$ cat src/rtl/systolic_feeder.sv
// Systolic array feeder: captures a 4x4 A and a 4x4 B over four load beats,
// then streams them diagonally skewed into the west and north edges of a
// 4x4 array for seven cycles, followed by a configurable drain phase.
module systolic_feeder #(
    parameter int DRAIN_CYCLES = 6
) (
    input  logic        clk,
    input  logic        rst_n,
    input  logic        clear,
    input  logic        in_valid,
    output logic        in_ready,
    input  logic [31:0] a0,
    input  logic [31:0] a1,
    input  logic [31:0] a2,
    input  logic [31:0] a3,
    input  logic [31:0] b0,
    input  logic [31:0] b1,
    input  logic [31:0] b2,
    input  logic [31:0] b3,
    output logic [31:0] west0,
    output logic [31:0] west1,
    output logic [31:0] west2,
    output logic [31:0] west3,
    output logic [31:0] north0,
    output logic [31:0] north1,
    output logic [31:0] north2,
    output logic [31:0] north3,
    output logic        feed_valid,
    output logic [5:0]  count,
    output logic        busy,
    output logic        done
);

    typedef enum logic [1:0] {S_IDLE, S_LOAD, S_FEED, S_DRAIN} state_t;

    localparam logic [5:0] LAST_FEED  = 6'd6;
    // Final drain count; modulo 64 matches the wrap of the 6-bit counter.
    localparam logic [5:0] LAST_DRAIN = 6'((6 + DRAIN_CYCLES) % 64);
    localparam bit         NO_DRAIN   = (DRAIN_CYCLES == 0);

    state_t            state_q, state_d;
    logic [1:0]        beat_q, beat_d;
    logic [5:0]        count_q, count_d;
    logic              done_q, done_d;
    logic              feed_q, feed_d;
    logic [3:0][31:0]  west_q, west_d;
    logic [3:0][31:0]  north_q, north_d;

    // Matrix storage, indexed {row, col}; never reset.
    logic [31:0]       a_mem_q [16];
    logic [31:0]       b_mem_q [16];

    logic [31:0]       a_in [4];
    logic [31:0]       b_in [4];
    logic              accept;
    logic              wr_en;
    logic [1:0]        wr_row;

    assign a_in[0] = a0;
    assign a_in[1] = a1;
    assign a_in[2] = a2;
    assign a_in[3] = a3;
    assign b_in[0] = b0;
    assign b_in[1] = b1;
    assign b_in[2] = b2;
    assign b_in[3] = b3;

    assign in_ready = (state_q == S_IDLE) || (state_q == S_LOAD);
    assign accept   = in_valid && in_ready;
    assign wr_en    = accept && !clear;
    // A beat taken in IDLE is always row 0, whatever the beat counter holds.
    assign wr_row   = (state_q == S_IDLE) ? 2'd0 : beat_q;

    // Capture one row of A and B per accepted load beat.
    always_ff @(posedge clk) begin
        if (wr_en) begin
            for (int c = 0; c < 4; c++) begin
                a_mem_q[{wr_row, 2'(c)}] <= a_in[c];
                b_mem_q[{wr_row, 2'(c)}] <= b_in[c];
            end
        end
    end

    // Next-state, beat counter, phase counter and completion pulse.
    always_comb begin
        state_d = state_q;
        beat_d  = beat_q;
        count_d = count_q;
        done_d  = 1'b0;
        case (state_q)
            S_IDLE: begin
                if (accept) begin
                    beat_d  = 2'd1;
                    state_d = S_LOAD;
                end
            end
            S_LOAD: begin
                if (accept) begin
                    beat_d = beat_q + 2'd1;
                    if (beat_q == 2'd3) begin
                        state_d = S_FEED;
                        count_d = 6'd0;
                    end
                end
            end
            S_FEED: begin
                count_d = count_q + 6'd1;
                if (count_q == LAST_FEED) begin
                    if (NO_DRAIN) begin
                        state_d = S_IDLE;
                        count_d = 6'd0;
                        done_d  = 1'b1;
                    end else begin
                        state_d = S_DRAIN;
                    end
                end
            end
            S_DRAIN: begin
                count_d = count_q + 6'd1;
                if (count_q == LAST_DRAIN) begin
                    state_d = S_IDLE;
                    count_d = 6'd0;
                    done_d  = 1'b1;
                end
            end
            default: state_d = S_IDLE;
        endcase
        if (clear) begin
            state_d = S_IDLE;
            beat_d  = 2'd0;
            count_d = 6'd0;
            done_d  = 1'b0;
        end
    end

    assign feed_d = (state_d == S_FEED);

    // Skew: lane gi shows element (t - gi) of its row/column, zero outside 0..3.
    // Values are chosen from the next count so they land with that count.
    for (genvar gi = 0; gi < 4; gi++) begin : g_lane
        logic [5:0] off;
        assign off         = count_d - 6'(gi);
        assign west_d[gi]  = (feed_d && off < 6'd4) ? a_mem_q[{2'(gi), off[1:0]}] : 32'h0;
        assign north_d[gi] = (feed_d && off < 6'd4) ? b_mem_q[{off[1:0], 2'(gi)}] : 32'h0;
    end

    // Control and registered stream outputs.
    always_ff @(posedge clk or negedge rst_n) begin
        if (!rst_n) begin
            state_q <= S_IDLE;
            beat_q  <= 2'd0;
            count_q <= 6'd0;
            done_q  <= 1'b0;
            feed_q  <= 1'b0;
            west_q  <= '0;
            north_q <= '0;
        end else begin
            state_q <= state_d;
            beat_q  <= beat_d;
            count_q <= count_d;
            done_q  <= done_d;
            feed_q  <= feed_d;
            west_q  <= west_d;
            north_q <= north_d;
        end
    end

    assign west0      = west_q[0];
    assign west1      = west_q[1];
    assign west2      = west_q[2];
    assign west3      = west_q[3];
    assign north0     = north_q[0];
    assign north1     = north_q[1];
    assign north2     = north_q[2];
    assign north3     = north_q[3];
    assign feed_valid = feed_q;
    assign count      = count_q;
    assign busy       = (state_q == S_FEED) || (state_q == S_DRAIN);
    assign done       = done_q;

endmodule
$ cat config.mk
export PLATFORM = sky130hd
export DESIGN_NAME = systolic_feeder
export DESIGN_NICKNAME = d
export VERILOG_FILES = /design/src/rtl/systolic_feeder.sv
export SDC_FILE = /design/constraint.sdc
export NUM_CORES = 1
export LEC_CHECK = 0
export ABC_CLOCK_PERIOD_IN_PS = 28600
export CELL_PAD_IN_SITES_DETAIL_PLACEMENT = 0
export CELL_PAD_IN_SITES_GLOBAL_PLACEMENT = 2
export CORE_MARGIN = 1.5
export CORE_UTILIZATION = 25
export DETAILED_ROUTE_END_ITERATION = 10
export PLACE_DENSITY_LB_ADDON = 0.3
export REMOVE_ABC_BUFFERS = 1
export SETUP_SLACK_MARGIN = 0.2
export SLEW_MARGIN = 25
export SYNTH_ARGS = -nofsm -noshare
export SYNTH_HDL_FRONTEND = slang
export SYNTH_SLANG_ARGS = --single-unit
$ cat constraint.sdc
create_clock -name clk -period 28.6 [get_ports clk]
set_input_delay 2.86 -clock clk [delete_from_list [all_inputs] [get_ports clk]]
set_output_delay 2.86 -clock clk [all_outputs]
set_load 0.05 [all_outputs]
==> impl_metrics.py <==
metrics = {
    "flow_run": {
        "drv_cap": 0,
    },
    "drt": {
        "wl_per_cell_um": 22.7,
        "antenna_left": 0,
        "drt_first_iter_violations": 1242,
        "viasPerCell": 4.21,
        "drc": 0,
        "firstDrtPassIters": 5,
        "wl_um": 128000,
        "num_vias": 23660,
    },
    "yosys": {
        "yosysTopAreaCell": "edfxtp_1",
        "synthCells": 2427,
        "synth_top_cells_by_area": "edfxtp_1 (66%), dfrtp_1 (14%), mux4_2 (6.2%)",
        "synth_top_area_share_pct": 65.8,
        "ys_seq_area_share_pct": 80.2,
        "synth.distinct_cells": 55,
        "yosysWarnings": 0,
        "ys_ff_latch": 1292,
        "synth_edf_count": 1024,
        "synth_ff_type": "edfxtp_1",
        "async_flop_share_pct": 20.7,
        "synth_area_per_cell_um2": 19.3,
        "synth_area_um2": 46700,
    },
    "global_routing": {
        "overflow": 0,
        "antenna_found_initial": 15,
        "grt_max_degree": 139,
        "track_usage_pct": 13.4,
        "grt_pass1_vias": 24591,
        "grt_pass1_wl_um": 184000,
    },
    "sta": {
        "finalHoldViolCount": 0,
        "worst_pin_slew_ns": 1.04,
        "rsz0062_at_grt": "false",
        "fin_crit_sh_pct": 26.7,
        "fin_skew_ns": 0.0345,
        "maxSlewHeadroom_pct": 31.0,
        "fin_crit_ns": 7.65,
        "drv_slew": 0,
        "max_freq_mhz": 131,
        "timing.final.ws_setup_ns": 20.95,
        "setup_viol": 0,
    },
    "placement": {
        "port_buffers": 525,
        "routabilityCongestion": 0.714,
        "pre_cts_ws_ns": 19.85,
        "dpl_cell_area_um2": 54800,
        "dp_hpwl_um": 77100,
        "dp_cells": 5336,
    },
    "critical_path": {
        "crit_cells": 13,
        "arrival_ns": 8.26,
        "crit_slowest_cell": "clkdlybuf4s50_1",
        "regToRegSetupSlack_ns": 23.36,
        "path_class": "in -> reg",
        "path_max_fanout": 138,
        "reg2reg_to": "west1[23]",
        "crit_path_start_kind": "primary input",
        "crit_chain": "clkdlybuf4s50_1 -> inv_1 -> and3_1 -> o2bb2ai_4 -> buf_12 -> inv_8 -> buf_4 -> ha_1 -> inv_1 -> or3_1 -> nand4_4 -> buf_4 -> nor2b_1",
        "reg2reg_depth": 14,
        "cpPeakStageDelay_ns": 0.98,
        "required_ns": 29.21,
        "worstSetupStartpoint": "clear",
        "critPathBufInv": 7,
        "crit_family": "buffers and inverters",
        "critical_path.endpoint_type": "flip-flop",
        "timing.rr.start": "count[0]",
    },
    "floorplanning": {
        "core_area_um2": 186000,
        "die_height_um": 435,
        "start_util_pct": 25.2,
        "io_pins": 526,
        "row_count": 158,
        "die-area_um2": 189000,
        "die_w_um": 435,
    },
    "clock_network": {
        "tritoncts": "done",
        "postCtsHoldBufs": 0,
        "cts_root_buffer": "clkbuf_16",
        "clk_latency_ns": 0.78,
        "clk_pin_slew_ns": 0.06,
        "postCtsResizedCells": 0,
        "cts_made_buffers": 148,
        "htreeDepth": 4,
        "postCtsSetupBuffers": 0,
        "cts.sinks": 1292,
        "cts_buffer_depth": 3,
    },
    "hold_path": {
        "min_to": "west2[8]",
        "hp-class": "reg -> reg",
        "holdCritStartpoint": "a_mem_q[10][8]",
        "hold_depth": 2,
    },
    "cells_and_area": {
        "final_cell_mix": "edfxtp_1 (1024), clkdlybuf4s50_1 (524), nand2_1 (330), dfrtp_1 (268), clkbuf_16 (151)",
        "multi_input_area_um2": 8570,
        "final_util_pct": 32.2,
        "fin_nets": 3275,
        "final_common_cell": "edfxtp_1",
        "largestRegisters": "a_mem_q (512), b_mem_q (512)",
        "area_growth_pct": 28.0,
        "stdcell_area_um2": 59800,
        "fill_cells": 17891,
        "seq_area_um2": 37500,
        "fin_cells": 5616,
        "drive_gt1_share_pct": 15.1,
    },
    "power_and_ir_drop": {
        "power_density_nw_per_um2": 68.2,
        "ir_drop_mv": 0.0613,
        "leakagePower_uw": 0.0204,
    },
    "run_status": {
        "status": "complete, no violations",
    },
}
kinds of logic after synthesis:
family | synth area share [%]
adders and majority gates | 0.241
buffers and inverters | 1.64
muxes | 7.54
xor gates and xnor gates | 0.0562
and+or+nand+nor | 5.71
DFF | 80.2
AOI/OAI and AO/OA | 4.64
layout make-up:
| type | instances | area share, % |
|---|---|---|
| Antenna cell | 4 | 0.0167 |
| Sequential cell | 1292 | 62.6 |
| Tap cell | 2480 | 5.19 |
| Timing Repair Buffer | 565 | 9.40 |
| Clock inverter | 68 | 1.42 |
| Multi-Input combinational cell | 987 | 14.3 |
| Clock buffer | 208 | 6.93 |
| Inverter | 12 | 0.100 |
through the flow:
stage	hold slack (ns)	TNS, ns	power [µW]
after floorplan	0.502	-561.42	2130
after global placement	0.507	0	2200
after detailed placement	0.512	0	2200
after CTS	0.486	0	4150
after global routing	0.520	0	4220
final	0.497	0	4080
worst max path at each step:
stage                    endpoint  slack (ns)
floorplan           a_mem_q[4][0]       -2.19
global placement       north1[15]       19.91
detailed placement      west1[23]       19.85
CTS                     west1[23]       20.69
global route            west1[23]       20.52
finish                  west1[23]       20.95
cells in the mapped netlist, types with 2 or more instances:
cell type     n
a2111oi_2     2
a211oi_1      2
a21oi_1      75
a221oi_1      4
a221oi_2     60
a311oi_1     64
a31oi_4       2
and3_1       68
buf_1         3
buf_2        54
buf_4        10
buf_6        14
clkbuf_1     55
dfrtp_1     268
edfxtp_1   1024
ha_1          9
inv_1         8
inv_2         4
mux2i_1      64
mux4_2      128
nand2_1     330
nand2b_1      2
nand3_1       3
nand4_1       3
nor2_1        3
nor2b_1     129
nor3_1        2
o211ai_1      4
o21ai_0       4
o21ai_1       2
or2_2         2
xnor2_1       2
power by group:
part | internal [µW] | switching [µW] | total (µW)
clock | 1150 | 776 | 1920
combinational | 40.3 | 54.3 | 94.7
sequential | 2060 | 5.49 | 2060
worst register-to-register path, stage by stage, from the launching register on:
cell	delay, ns
dfrtp_1	0.49
inv_1	0.17
ha_1	0.21
nand4bb_4	0.15
or2_1	0.30
o2bb2ai_4	0.14
buf_12	0.30
inv_8	0.45
buf_4	0.75
ha_1	0.33
inv_1	0.07
or3_1	0.42
nand4_4	0.33
buf_4	0.73
nor2b_1	0.26
routing by layer:
metal  wire (µm)  GRT usage [%]
met2       66000           23.4
met4        2870           3.76
met3        5860           3.25
met5         115              0
met1       52800           16.3
Note: power is estimated with default switching activity, not from simulation.
